--- src/rtl/ip_tx_pkg.sv ---
// ip_tx_pkg: shared widths, request entry layout and TX FSM states
// for the IP TX request queue and its storage.
package ip_tx_pkg;

  localparam int IP_W   = 32;
  localparam int MAC_W  = 48;
  localparam int MSG_W  = 10;
  localparam int QCNT_W = 5;
  localparam int TXN_W  = 16;

  // Field order matches the packing used in the queue storage.
  typedef struct packed {
    logic [IP_W-1:0]  ip;
    logic [MAC_W-1:0] mac;
    logic [MSG_W-1:0] message;
  } req_entry_t;

  localparam int ENTRY_W = $bits(req_entry_t);

  typedef enum logic [1:0] {
    IDLE,
    LAUNCH,
    WAIT_ACCEPT,
    WAIT_DONE
  } tx_state_e;

endpackage

--- src/rtl/sync_fifo.sv ---
// sync_fifo: show-ahead synchronous FIFO with occupancy count.
// Ports: ACLK, ARESET (sync, high), push/wr_data, pop/rd_data, count.
module sync_fifo #(
  parameter int WIDTH = 8,
  parameter int DEPTH = 4
) (
  input  logic                       ACLK,
  input  logic                       ARESET,
  input  logic                       push,
  input  logic [WIDTH-1:0]           wr_data,
  input  logic                       pop,
  output logic [WIDTH-1:0]           rd_data,
  output logic [$clog2(DEPTH):0]     count
);

  localparam int AW = $clog2(DEPTH);
  localparam int CW = AW + 1;

  logic [WIDTH-1:0] mem [DEPTH];
  logic [AW-1:0]    wptr_q;
  logic [AW-1:0]    rptr_q;
  logic [CW-1:0]    count_q;

  // Storage is left unreset; count gates its use.
  always_ff @(posedge ACLK) begin
    if (push) mem[wptr_q] <= wr_data;
  end

  // DEPTH is a power of two, so pointers wrap naturally.
  always_ff @(posedge ACLK) begin
    if (ARESET) begin
      wptr_q  <= '0;
      rptr_q  <= '0;
      count_q <= '0;
    end else begin
      if (push) wptr_q <= wptr_q + AW'(1);
      if (pop)  rptr_q <= rptr_q + AW'(1);
      unique case ({push, pop})
        2'b10:   count_q <= count_q + CW'(1);
        2'b01:   count_q <= count_q - CW'(1);
        default: count_q <= count_q;
      endcase
    end
  end

  assign rd_data = mem[rptr_q];
  assign count   = count_q;

endmodule

--- src/rtl/ip_tx_request_queue.sv ---
// ip_tx_request_queue: buffers accelerator send requests and hands
// them one at a time to the packet TX stage.
// Ports: ACLK/ARESET; REQ_* request handshake in; RECIPIENT_* head
// entry and START_IP_TXN out to TX; READY_FOR_SEND from TX;
// QUEUE_COUNT occupancy, TXN_COUNT completed packets.
module ip_tx_request_queue
  import ip_tx_pkg::*;
#(
  parameter int DEPTH            = 4,
  parameter int IP_ADDR_WIDTH    = IP_W,
  parameter int MAC_ADDR_WIDTH   = MAC_W,
  parameter int ACCEL_DATA_WIDTH = MSG_W
) (
  input  logic                        ACLK,
  input  logic                        ARESET,
  input  logic                        REQ_VALID,
  output logic                        REQ_READY,
  input  logic [IP_ADDR_WIDTH-1:0]    REQ_IP_ADDRESS,
  input  logic [MAC_ADDR_WIDTH-1:0]   REQ_MAC_ADDRESS,
  input  logic [ACCEL_DATA_WIDTH-1:0] REQ_MESSAGE,
  output logic [IP_ADDR_WIDTH-1:0]    RECIPIENT_IP_ADDRESS,
  output logic [MAC_ADDR_WIDTH-1:0]   RECIPIENT_MAC_ADDRESS,
  output logic [ACCEL_DATA_WIDTH-1:0] RECIPIENT_MESSAGE,
  output logic                        START_IP_TXN,
  input  logic                        READY_FOR_SEND,
  output logic [QCNT_W-1:0]           QUEUE_COUNT,
  output logic [TXN_W-1:0]            TXN_COUNT
);

  localparam int EW = IP_ADDR_WIDTH + MAC_ADDR_WIDTH
                    + ACCEL_DATA_WIDTH;
  localparam int CW = $clog2(DEPTH) + 1;
  localparam logic [CW-1:0] FULL = CW'(DEPTH);

  tx_state_e      state_q;
  tx_state_e      state_d;
  logic [CW-1:0]  fifo_cnt;
  logic [EW-1:0]  head;
  logic [EW-1:0]  rec_q;
  logic [TXN_W-1:0] txn_cnt_q;
  logic           push;
  logic           pop;
  logic           start;
  logic           has_entry;

  // Ready comes from the registered count only, so a pop in the
  // same cycle never lets a full queue accept.
  assign REQ_READY = ~ARESET & (fifo_cnt < FULL);
  assign push      = REQ_VALID & REQ_READY;
  assign has_entry = (fifo_cnt != '0);

  sync_fifo #(
    .WIDTH (EW),
    .DEPTH (DEPTH)
  ) u_fifo (
    .ACLK    (ACLK),
    .ARESET  (ARESET),
    .push    (push),
    .wr_data ({REQ_IP_ADDRESS, REQ_MAC_ADDRESS, REQ_MESSAGE}),
    .pop     (pop),
    .rd_data (head),
    .count   (fifo_cnt)
  );

  always_ff @(posedge ACLK) begin
    if (ARESET) state_q <= IDLE;
    else        state_d_apply: state_q <= state_d;
  end

  always_comb begin
    state_d = state_q;
    unique case (state_q)
      IDLE:
        if (has_entry && READY_FOR_SEND) state_d = LAUNCH;
      LAUNCH:
        state_d = WAIT_ACCEPT;
      WAIT_ACCEPT:
        if (!READY_FOR_SEND) state_d = WAIT_DONE;
      WAIT_DONE:
        if (READY_FOR_SEND) state_d = IDLE;
      default:
        state_d = IDLE;
    endcase
  end

  always_comb begin
    start = 1'b0;
    pop   = 1'b0;
    unique case (1'b1)
      (state_q == LAUNCH):    start = 1'b1;
      (state_q == WAIT_DONE): pop   = READY_FOR_SEND;
      default: ;
    endcase
  end

  // Head is tracked while idle, frozen for the whole packet, and
  // cleared on the pop edge so an emptied queue shows zero.
  always_ff @(posedge ACLK) begin
    if (ARESET) begin
      rec_q <= '0;
    end else begin
      unique case (state_q)
        IDLE:      rec_q <= has_entry ? head : '0;
        WAIT_DONE: if (pop) rec_q <= '0;
        default:   rec_q <= rec_q;
      endcase
    end
  end

  always_ff @(posedge ACLK) begin
    if (ARESET)   txn_cnt_q <= '0;
    else if (pop) txn_cnt_q <= txn_cnt_q + TXN_W'(1);
  end

  assign {RECIPIENT_IP_ADDRESS,
          RECIPIENT_MAC_ADDRESS,
          RECIPIENT_MESSAGE} = rec_q;

  assign START_IP_TXN = start;
  assign QUEUE_COUNT  = QCNT_W'(fifo_cnt);
  assign TXN_COUNT    = txn_cnt_q;

endmodule

--- config.mk ---
export PLATFORM = sky130hd
export DESIGN_NAME = ip_tx_request_queue
export DESIGN_NICKNAME = d
export VERILOG_FILES = /design/src/rtl/ip_tx_pkg.sv /design/src/rtl/sync_fifo.sv /design/src/rtl/ip_tx_request_queue.sv
export SDC_FILE = /design/constraint.sdc
export NUM_CORES = 1
export LEC_CHECK = 0
export CORE_MARGIN = 2
export CORE_UTILIZATION = 55
export DETAILED_ROUTE_END_ITERATION = 8
export GPL_ROUTABILITY_DRIVEN = 0
export PLACE_DENSITY = 0.79
export RECOVER_POWER = 25
export SLEW_MARGIN = 5
export SYNTH_ARGS = -nofsm -noshare
export SYNTH_HDL_FRONTEND = slang
export SYNTH_HIERARCHICAL = 1
export SYNTH_SLANG_ARGS = --single-unit
--- constraint.sdc ---
create_clock -name ACLK -period 4.26 [get_ports ACLK]
set_input_delay 0.852 -clock ACLK [delete_from_list [all_inputs] [get_ports ACLK]]
set_output_delay 0.852 -clock ACLK [all_outputs]
set_load 0.03 [all_outputs]
==> results of run 1 <==
-- cell usage in the layout (no fill, tap or decap), types with 3 or more instances in the layout --
cell type and instances:
clkinv_2 4, dlygate4sd3_1 60, clkbuf_1 15, or3_1 5
ha_1 11, edfxtp_1 360, nand4_1 5, o21ai_0 5
xor2_1 11, buf_4 10, buf_12 5, mux2i_1 3
a22oi_1 90, and2_4 4, nor2_1 111, clkdlybuf4s50_1 143
bufinv_16 4, dfxtp_1 115, xnor2_1 4, clkinv_1 8
nand3_1 5, clkbuf_8 3, a21oi_1 6, mux4_2 90
nand2_1 6, diode_2 5, clkbuf_16 47, and4_1 4
inv_1 10
-- sequential cells by signal, summed over array words and instances, names as in the netlist, named ones only --
signal,cells
u_fifo/rptr_q,2
u_fifo/count,3
u_fifo/mem,360
rec_q,90
TXN_COUNT,16
u_fifo/wptr_q,2
state_q,2
-- power by group --
| group | internal (mW) | switching, mW |
|---|---|---|
| logic | 0.479 | 0.802 |
| registers | 5.18 | 0.0940 |
| clock network | 2.32 | 1.61 |
-- through the flow --
stage               setup WS (ns)  std cells   util  total power [mW]  cell area, um2
floorplan                   0.871        921      -              6.14           17400
global placement             1.15       1484  0.630              6.62           19700
detailed placement           1.09       1484  0.630              6.66           19700
CTS                          1.51       1567  0.676              10.6           21200
global route                 1.45       1571  0.676              10.9           21200
finish                       1.52       1572  0.677              10.5           21200
-- metal layers --
metal / routed length [um] / part of all wire / track usage / vias up
met5: 50 / 0.0015 / 0 / -
met4: 708 / 0.021 / 0.0670 / 8
met3: 2350 / 0.068 / 0.0429 / 58
met2: 17000 / 0.49 / 0.337 / 328
met1: 14300 / 0.42 / 0.294 / 4586
li1: - / - / - / 4061
-- worst register-to-register path: stages (launching register included) --
cell	delay (ns)
dfxtp_1	0.38
ha_1	0.25
and2_1	0.37
ha_1	0.26
inv_1	0.06
fa_1	0.38
xor2_1	0.16
or3_1	0.31
a21oi_1	0.14
-- kinds of logic after synthesis --
family | synth area share
AOI/OAI and AO/OA | 0.0448
xor gates and xnor gates | 0.00757
adders and majority gates | 0.00908
buffers and inverters | 0.0252
DFF | 0.758
muxes | 0.118
other | 0.000216
and+or+nand+nor | 0.0371
-- area by class of cell --
class,instances,area (um2)
Fill cell,2007,10100
Inverter,10,37.5
Tap cell,402,503
Antenna cell,5,12.5
Multi-Input combinational cell,377,3800
Clock inverter,18,186
Clock buffer,65,1270
Timing Repair Buffer,218,2210
Sequential cell,477,13200
-- worst max-delay path by stage --
stage          cells past startpoint            from          endpoint  slack, ns
2_1_floorplan                      4          ARESET  u_fifo/mem[1][0]       0.87
5_1_grt                            3          ARESET         REQ_READY       1.45
4_1_cts                            3          ARESET         REQ_READY       1.51
6_report                           3          ARESET         REQ_READY       1.52
3_5_place_dp                       8  READY_FOR_SEND   u_fifo/count[2]       1.09
3_3_place_gp                       8  READY_FOR_SEND   u_fifo/count[2]       1.15
==> impl_metrics.csv, run 1 <==
group,metric,value,unit
outcome,status,"finished, final reports clean",
power_and_ir_drop,vdd_drop_max,0.308,mV
sta,tns,0,ns
worst_setup_path,worstReg2RegStart,"state_q[1]",
floorplanning,die_area,0.0330,mm2
routing,dr.pass1.iters,5,
floorplanning,row_count,65,
synthesis,synth_area_leaders,"edfxtp_1 62%, dfxtp_1 13%, mux4_2 12%",
worst_setup_path,crit_chain,"buf_4 > nor2_1 > clkdlybuf4s50_1",
floorplanning,coreArea,0.0313,mm2
synthesis,synthTopCellsByCount,"360 x edfxtp_1, 117 x dfxtp_1, 111 x nor2_1",
cts,cts_root_buf,"clkbuf_16",
cts,cts-resized-gates,0,
routing,routed_via_density,5.75,
synthesis,synth-seq-cells,477,
synthesis,synth_seq_area_share,0.758,
cts,hold_buffers,0,
worst_setup_path,cp.arrival,1.89,ns
synthesis,yosys_warnings,6,
floorplanning,num_io_pins,207,
global_routing,grt_overflow,0,
synthesis,synth_ff_type,"edfxtp_1",
synthesis,synth_top_area_share,0.623,
sta,clock.fmax,0.365,GHz
global_routing,grt_pass1_wl,53.0,mm
worst_setup_path,crit_family,"buffers and inverters",
routing,drc_errors,0,
synthesis,synth_most_common_cell,"edfxtp_1",
synthesis,avgSynthCellArea,18.9,um2
min_path,whs_endpoint,"rec_q[63]",
sta,setup_viol,0,
synthesis,ys_types,37,
worst_setup_path,cp_max_fo,23,
synthesis,syn_area,0.0174,mm2
global_routing,antenna_found_initial,9,
power_and_ir_drop,leakage,6.77,nW
worst_setup_path,r2r_cells,8,
sta,hold_viol_final,0,
sta,fin_skew,0.0226,ns
sta,slew_violations,0,
worst_setup_path,cp.required,3.41,ns
cts,clock-sinks,477,
worst_setup_path,cp_slowest_cell,"clkdlybuf4s50_1",
global_routing,track_usage,0.210,
placement,place.port_buffers,204,
cts,clock_latency,0.54,ns
routing,avgRoutedWirePerCell,21.9,um
cts,tritoncts,"yes",
sta,slew_headroom,0.215,
run,drv_cap,0,
worst_setup_path,slowest_delay,0.69,ns
routing,dr.first_iter.drc_count,691,
cts,clkTransAtPathRegs,0.06,ns
synthesis,synth_edf_count,360,
floorplanning,die_w,182,um
cts,cts_buffer_depth,3,
final_layout,drive_gt1_frac,0.149,
routing,ant_nets,0,
worst_setup_path,path_buf_inv,2,
min_path,holdCritPathClass,"reg -> reg",
sta,worst_slew_pin_slew,1.18,ns
placement,hpwl,19.5,mm
floorplanning,fp.dieH,182,um
routing,vias,9041,
floorplanning,start_util,0.554,
min_path,min_from,"rec_q[63]",
synthesis,netlist_instances,920,
cts,cts_max_level,2,
global_routing,grt_max_degree,97,
sta,finalCritPeriodShare,0.643,
synthesis,synth_top_area_cell,"edfxtp_1",
worst_setup_path,r2r_slack,1.87,ns
synthesis,ys_async_sr_fraction,0,
sta,rsz0062_at_grt,"false",
cts,cts_made_buffers,46,
final_layout,syn_to_final_growth,22.0,%
sta,holdWs,0.497,ns
global_routing,grt_pass1_vias,9244,
routing,drt_wl_total,34.4,mm
min_path,whs_path_depth,2,
worst_setup_path,critPathCaptureType,"output port",
worst_setup_path,worstSetupPathType,"in -> out",
power_and_ir_drop,power_density,495,mW/mm2
final_layout,nets,1236,
cts,cts_setup_buffers,0,
sta,fin_crit,2.74,ns
worst_setup_path,start_kind,"input port",
worst_setup_path,worstReg2RegEnd,"u_fifo/count[2]",
No activity file was read; power rests on OpenSTA's default activity.
==> inputs of run 2 (changes only) <==
clock period = 2.8 ns   (was 4.26 ns; I/O delays follow)
==> run 2 against run 1 <==
Combinational power grew 60%. Clock power up 56%. First-iteration DRC count decreased by 5.4%. Total power up 55%. Highest routed layer unchanged.
==> impl_metrics.csv, run 2 (synthesized netlist as in run 1, its figures left out) <==
group,metric,value,unit
floorplanning,start_util,0.554,
power_and_ir_drop,finalPower,16.2,mW
sta,rsz0062_at_grt,"false",
global_routing,track_usage,0.215,
floorplanning,row_count,65,
global_routing,grt_max_degree,118,
sta,slew_headroom,0.596,
final_layout,largest_register_ff_count,360,
cts,clkTransAtPathRegs,0.06,ns
sta,fin_skew,0.0230,ns
global_routing,grt_overflow,0,
cts,cts_buffer_depth,3,
final_layout,fin_area,0.0215,mm2
final_layout,mostFrequentLayoutCell,"edfxtp_1",
cts,clock_latency,0.56,ns
floorplanning,num_io_pins,207,
worst_setup_path,cp_max_fo,4,
outcome,status,"finished, final reports clean",
routing,ant_nets,0,
cts,clock-sinks,477,
sta,finalCritPeriodShare,0.857,
placement,hpwl,19.7,mm
worst_setup_path,cp.arrival,1.84,ns
global_routing,antenna_found_initial,13,
power_and_ir_drop,leakage,6.92,nW
global_routing,grt_pass1_wl,54.1,mm
cts,hold_buffers,0,
cts,cts_setup_buffers,0,
routing,drc_errors,0,
floorplanning,fp.dieH,182,um
floorplanning,die_area,0.0330,mm2
sta,clock.fmax,0.417,GHz
worst_setup_path,cp.required,2.24,ns
final_layout,ff_latch_area,0.0132,mm2
worst_setup_path,worstSetupPathType,"reg -> out",
final_layout,drive_gt1_frac,0.169,
final_layout,final_cell_mix,"360 x edfxtp_1, 139 x clkdlybuf4s50_1, 115 x dfxtp_1",
run,drv_cap,0,
cts,cts_made_buffers,48,
worst_setup_path,critPathCaptureType,"output port",
sta,hold_viol_final,0,
sta,slew_violations,0,
sta,fin_crit,2.40,ns
global_routing,grt_pass1_vias,9593,
final_layout,nets,1249,
worst_setup_path,start_kind,"flop",
routing,dr.first_iter.drc_count,654,
cts,cts_max_level,2,
cts,cts_root_buf,"clkbuf_16",
min_path,holdCritPathClass,"reg -> reg",
sta,tns,0,ns
final_layout,syn_to_final_growth,23.8,%
sta,setup_viol,0,
cts,tritoncts,"yes",
routing,routed_via_density,5.73,
power_and_ir_drop,power_density,754,mW/mm2
power_and_ir_drop,vdd_drop_max,0.660,mV
final_layout,fill_cells,1971,
final_layout,regMostFlops,"u_fifo/mem",
final_layout,multi_input_area,0.00380,mm2
floorplanning,die_w,182,um
floorplanning,coreArea,0.0313,mm2
routing,drt_wl_total,34.9,mm
sta,worst_slew_pin_slew,0.606,ns
routing,dr.pass1.iters,7,
routing,avgRoutedWirePerCell,21.9,um
routing,vias,9120,
placement,place.port_buffers,204,
placement,dpl-instance-area,0.0199,mm2
cts,cts-resized-gates,0,
-- run 2: cell count changes in the layout (fill, tap and decap cells not counted), moves of 2 or more --
cell	delta
buf_12	+12
bufinv_16	-2
clkbuf_1	-7
clkbuf_8	+3
clkdlybuf4s50_1	-4
clkinv_1	-2
clkinv_2	+10
diode_2	+3
dlygate4sd3_1	+4
-- run 2: final cells by class --
cell class,instances,area share
Clock inverter,27,0.0101
Clock buffer,62,0.0611
Antenna cell,8,0.000931
Multi-Input combinational cell,377,0.177
Sequential cell,477,0.612
Timing Repair Buffer,229,0.114
Inverter,10,0.00175
Tap cell,402,0.0234
-- run 2: critical path: stages, from the launching register on --
cell	delay, ns
dfxtp_1	0.33
inv_1	0.11
ha_1	0.18
clkdlybuf4s50_1	0.67
-- run 2: worst paths after layout --
kind | from | endpoint | slack (ns) | cells after the start
worst min register to register | TXN_COUNT[15] | TXN_COUNT[15] | 0.48 | 2
worst max-delay path | state_q[1] | START_IP_TXN | 0.40 | 3
worst min-delay path | TXN_COUNT[15] | TXN_COUNT[15] | 0.48 | 2
worst max register to register | u_fifo/count[2] | u_fifo/count[2] | 0.72 | 9
-- run 2: stage by stage --
step                       util  hold slack [ns]  instances  setup slack, ns
after global routing      0.686            0.520       1589            0.311
after floorplan               -            0.485        921           -0.297
after global placement    0.637            0.466       1495            0.244
after detailed placement  0.637            0.480       1495            0.237
final                     0.686            0.483       1592            0.399
after CTS                 0.686            0.488       1584            0.375
-- run 2: power breakdown --
part	switching [mW]	total, mW	internal [mW]
clock	2.62	6.14	3.52
sequential	0.138	8.01	7.88
combinational	1.26	2.05	0.790
total	4.01	16.2	12.2
-- run 2: per-layer routing --
metal,wire (um),part of all wire,vias up,track usage
li1,-,-,4105,-
met1,14200,0.41,4628,0.279
met2,17600,0.50,307,0.364
met3,2190,0.063,70,0.0495
met4,877,0.025,10,0.0670
met5,62,0.0018,-,0
==> edit 1: new RTL, flow settings as in run 2 <==
`IP_W`: 32 -> 36.
--- a/src/rtl/ip_tx_pkg.sv
+++ b/src/rtl/ip_tx_pkg.sv
@@ -4,3 +4,3 @@
 
-  localparam int IP_W   = 32;
+  localparam int IP_W   = 36;
   localparam int MAC_W  = 48;
Ports: changed (resized RECIPIENT_IP_ADDRESS and REQ_IP_ADDRESS); port bits go from 207 to 215. No check against the original RTL was run, so the function may have changed too.
==> edit 1 against run 2 <==
- fmax is essentially flat
- routed wire length grew 5.6%
- cell area grew 4.0%
- synthesized area grew 4.1%
- critical path depth is the same
- sequential cell count grew 20
- via count grew 5.0%
- setup slack is essentially flat
- clock power shrank 1%
- non-clock buffer count grew 10
- die area grew 4.0%
- global-route usage grew 0.17 points
- power grew 2.4%
- critical path type unchanged
- critical endpoint unchanged
- largest cell class unchanged
==> edit 1: results (changes against run 2) <==
Status = completed (unchanged)
Detailed-route via count = 9,574 (was 9,120)
Nets = 1,296 (was 1,249)
Initial cell density of the core = 0.557 (was 0.554)
Worst-Margin Slew = 0.849 ns (was 0.606 ns)
Leak Pwr = 7.16 nW (was 6.92 nW)
Antenna violations before repair = 10 (was 13)
Endpoints failing hold = 0 (unchanged)
Register with the most flip-flops = u_fifo/mem (unchanged)
Initial DRC Count = 731 (was 654)
First-pass GRT wire length = 55,700 um (was 54,100 um)
Vias in the first global route = 9,780 (was 9,593)
Crit Path Max Fanout = 4 (unchanged)
Synth top cells by count = edfxtp_1, dfxtp_1, nor2_1 (unchanged)
Finished Layout Cells = 1,676 (was 1,592)
Clock transition at path regs = 0.06 ns (about the same)
CP max stage cell = clkdlybuf4s50_1 (unchanged)
Worst EP arrival = 1.84 ns (about the same)
Endpoint class of the critical path = output pin (unchanged)
Final clock skew = 0.0218 ns (was 0.0230 ns)
Yosys cell types = 34 (was 37)
Slowest stage delay, CP = 0.70 ns (was 0.67 ns)
Clock Latency Late Sink = 0.55 ns
Asr flop ratio synth = 0 (unchanged)
DRT Pass-1 Iters = 6 (was 7)
Total GRT Usage = 0.217 (was 0.215)
Max reg flops = 376 (was 360)
Synth area leaders = edfxtp_1, dfxtp_1, mux4_2 (unchanged)
Yosys warns = 6 (unchanged)
Post-CTS setup buffer count = 0 (unchanged)
Layout cell share with drive strength beyond 1 = 0.164 (was 0.169)
Post-DP HPWL = 21,600 um (was 19,700 um)
Placed insts = 1,577 (was 1,495)
Final wirelength = 36,900 um (was 34,900 um)
Cell count after synthesis = 954 (was 920)
Worst VDD drop = 0.000545 V (was 0.000660 V)
Number of synthesized flops with an enable pin = 376 (was 360)
Buffers added on ports = 212 (was 204)
Inserted Clock Buffers = 49 (was 48)
Htree depth = 2 (unchanged)
Place WS = 0.171 ns (was 0.237 ns)
Largest net degree at the start of global routing = 93 (was 118)
Clock root buffer = clkbuf_16 (unchanged)
Cts repair resizes = 0 (unchanged)
Max Cap Violations = 0 (unchanged)
Hold Crit Class = reg -> reg (unchanged)
Register area share after synthesis = 0.759 (was 0.758)
Clock buffer depth = 3 (unchanged)
edit 1: cell types whose count changed in the layout (fill, tap and decap cells not counted), sizes merged, moves of 3 or more:
cell / run 2 / this run
clkdlybuf4s50: 139 / 147
nor2: 111 / 114
a22oi: 90 / 94
edfxtp: 360 / 376
dfxtp: 117 / 121
clkinv: 21 / 15
mux4: 90 / 94
clkbuf: 62 / 72
edit 1: cell families after synthesis:
group,after synthesis,share of synthesized area
AOI/OAI and AO/OA,113,0.0451
xor gates and xnor gates,14,0.00679
adders and majority gates,12,0.00873
buffers and inverters,70,0.0247
DFF,497,0.759
muxes,97,0.119
other,1,0.000208
and+or+nand+nor,150,0.0366
edit 1: area by class of cell:
cell class / instances / area, sq um
flip-flops and latches: 497 / 13700
multi-input cells: 388 / 3940
fillers: 2095 / 10100
well taps: 442 / 553
inverters: 11 / 41.3
clock inverters: 18 / 121
clock buffers: 72 / 1380
diodes: 9 / 22.5
repair buffers: 239 / 2560
edit 1: final timing paths:
kind                            cells after the start         endpoint           from  slack [ns]
worst min register to register                      2    TXN_COUNT[15]  TXN_COUNT[15]        0.48
worst max-delay path                                3     START_IP_TXN     state_q[1]        0.40
worst min-delay path                                2    TXN_COUNT[15]  TXN_COUNT[15]        0.48
worst max register to register                      8  u_fifo/count[2]     state_q[1]        0.60
edit 1: worst max-delay path: cells and delay by family, from the launching register on:
kind	cells	cell delay, ns
buffers and inverters	2	0.81
flip-flops	1	0.34
adder cells (fa/ha/maj)	1	0.16
edit 1: layer usage:
| metal | track usage | part of all wire |
|---|---|---|
| met1 | 0.284 | 0.40 |
| met2 | 0.371 | 0.51 |
| met3 | 0.0429 | 0.064 |
| met4 | 0.0606 | 0.022 |
| met5 | 0 | 0.00049 |
edit 1: power by group:
group	total (mW)	internal, mW	switching [mW]
clock	6.08	3.51	2.57
sequential	8.35	8.21	0.145
combinational	2.15	0.833	1.31
edit 1: through the flow:
stage / power, mW / instance area [sq um] / TNS (ns) / hold WS, ns
after floorplan: 9.72 / 18100 / -100.55 / 0.485
after global placement: 10.6 / 20800 / 0 / 0.466
after detailed placement: 10.7 / 20800 / 0 / 0.481
after CTS: 16.7 / 22300 / 0 / 0.489
after global routing: 17.1 / 22300 / 0 / 0.510
final: 16.6 / 22300 / 0 / 0.482
==> edit 2: new RTL, flow settings as in run 2 <==
Without the edit above. Register the output `TXN_COUNT` once more, with the module's reset; this adds one clock of latency there. The other outputs are not delayed to match.
--- a/src/rtl/ip_tx_request_queue.sv
+++ b/src/rtl/ip_tx_request_queue.sv
@@ -120,3 +120,9 @@
   assign QUEUE_COUNT  = QCNT_W'(fifo_cnt);
-  assign TXN_COUNT    = txn_cnt_q;
+  always_ff @(posedge ACLK) begin
+    if (ARESET) begin
+      TXN_COUNT <= '0;
+    end else begin
+      TXN_COUNT <= txn_cnt_q;
+    end
+  end
 
Behaviour: not the same (Yosys sat finds a counterexample within 10 cycles, from zero or initial values and one cycle with ARESET high).
==> edit 2 against run 2 <==
- highest routed layer unchanged
- core utilization grew 0.48 points
- synthesized area up 2.4%
- setup slack improved by 0.027 ns
- sequential cell count increased by 16
- power increased by 3.0%
- cell area up 2.0%
- global-route usage is 0.18 points higher
- first-iteration DRC count grew 13%
- routed wire length up 2.5%
- critical endpoint unchanged
- die area grew 2.4%
- critical path depth is the same
==> edit 2: results (changes against run 2) <==
Fraction of area in multi-input gates = 0.178 (was 0.177)
Synth top cells by count = edfxtp_1, dfxtp_1, nor2_1 (unchanged)
FF-to-FF path depth = 8 (was 9)
Hold path start = txn_cnt_q[15] (was TXN_COUNT[15])
DP Area = 20,300 sq um (was 19,900 sq um)
Multi-input logic area = 3900 sq um (was 3800 sq um)
Worst VDD drop = 0.000502 V (was 0.000660 V)
Register area share after synthesis = 0.758 (about the same)
Inserted Clock Buffers = 48 (unchanged)
Clock buffers = 66 (was 62)
Synthesized flop and latch total = 493 (was 477)
Final clock skew = 0.0155 ns (was 0.0230 ns)
ANT cells = 7 (was 8)
Worst Setup EP = START_IP_TXN (unchanged)
Placed insts = 1,524 (was 1,495)
First-pass GRT wire length = 55,500 um (was 54,100 um)
Clock Latency Late Sink = 0.54 ns (was 0.56 ns)
Status = completed (unchanged)
Yosys cell types = 36 (was 37)
Routed length per instance = 22.1 um (was 21.9 um)
Leak Pwr = 7.10 nW (was 6.92 nW)
Worst EP arrival = 1.81 ns (was 1.84 ns)
Hold depth = 2 (unchanged)
Vias in the first global route = 10,000 (was 9,593)
Initial DRC Count = 737 (was 654)
Cell count after synthesis = 953 (was 920)
Max reg flops = 360 (unchanged)
Largest net degree at the start of global routing = 133 (was 118)
DRT Pass-1 Iters = 5 (was 7)
Hold WS = 0.488 ns (was 0.483 ns)
Nets = 1,278 (was 1,249)
Highest Clock Rate = 421 MHz (was 417 MHz)
Avg Vias per Cell = 5.79 (was 5.73)
Antenna violations before repair = 10 (was 13)
Clock-cell share = 0.0712 (about the same)
#MultiIn Comb = 392 (was 377)
Worst r2r src = state_q[1] (was u_fifo/count[2])
Synth area leaders = edfxtp_1, dfxtp_1, mux4_2 (unchanged)
Worst-Margin Slew = 0.672 ns (was 0.606 ns)
Buffering overhead = 0.111 (was 0.114)
Internal = 12.6 mW (was 12.2 mW)
Post-DP HPWL = 20,400 um (was 19,700 um)
Total GRT Usage = 0.217 (was 0.215)
[edit 2: cells by family (layout without fill, tap and decap cells)]
family	after synthesis	in the layout	synth area share
muxes	95	95	0.117
AOI/OAI and AO/OA	104	104	0.0430
DFF	493	493	0.758
other	1	9	0.000211
xor gates and xnor gates	14	14	0.00690
buffers and inverters	69	326	0.0250
and+or+nand+nor	165	165	0.0415
adders and majority gates	12	12	0.00887
[edit 2: per-layer routing]
layer / wire, um / vias up / share of wire / global-route usage
met4: 831 / 6 / 0.023 / 0.0653
met5: 41 / - / 0.0011 / 0
met2: 18000 / 332 / 0.50 / 0.370
met3: 2280 / 64 / 0.064 / 0.0479
met1: 14700 / 4795 / 0.41 / 0.281
li1: - / 4189 / - / -
[edit 2: power by group through the flow]
stage          Sequential [mW]  Clock, mW  Combinational, mW
5_1_grt                   8.26       6.67               2.29
4_1_cts                   8.24       6.40               2.18
2_1_floorplan             8.63          0              0.953
6_report                  8.24       6.29               2.15
3_3_place_gp              8.38          0               2.13
3_5_place_dp              8.39          0               2.17
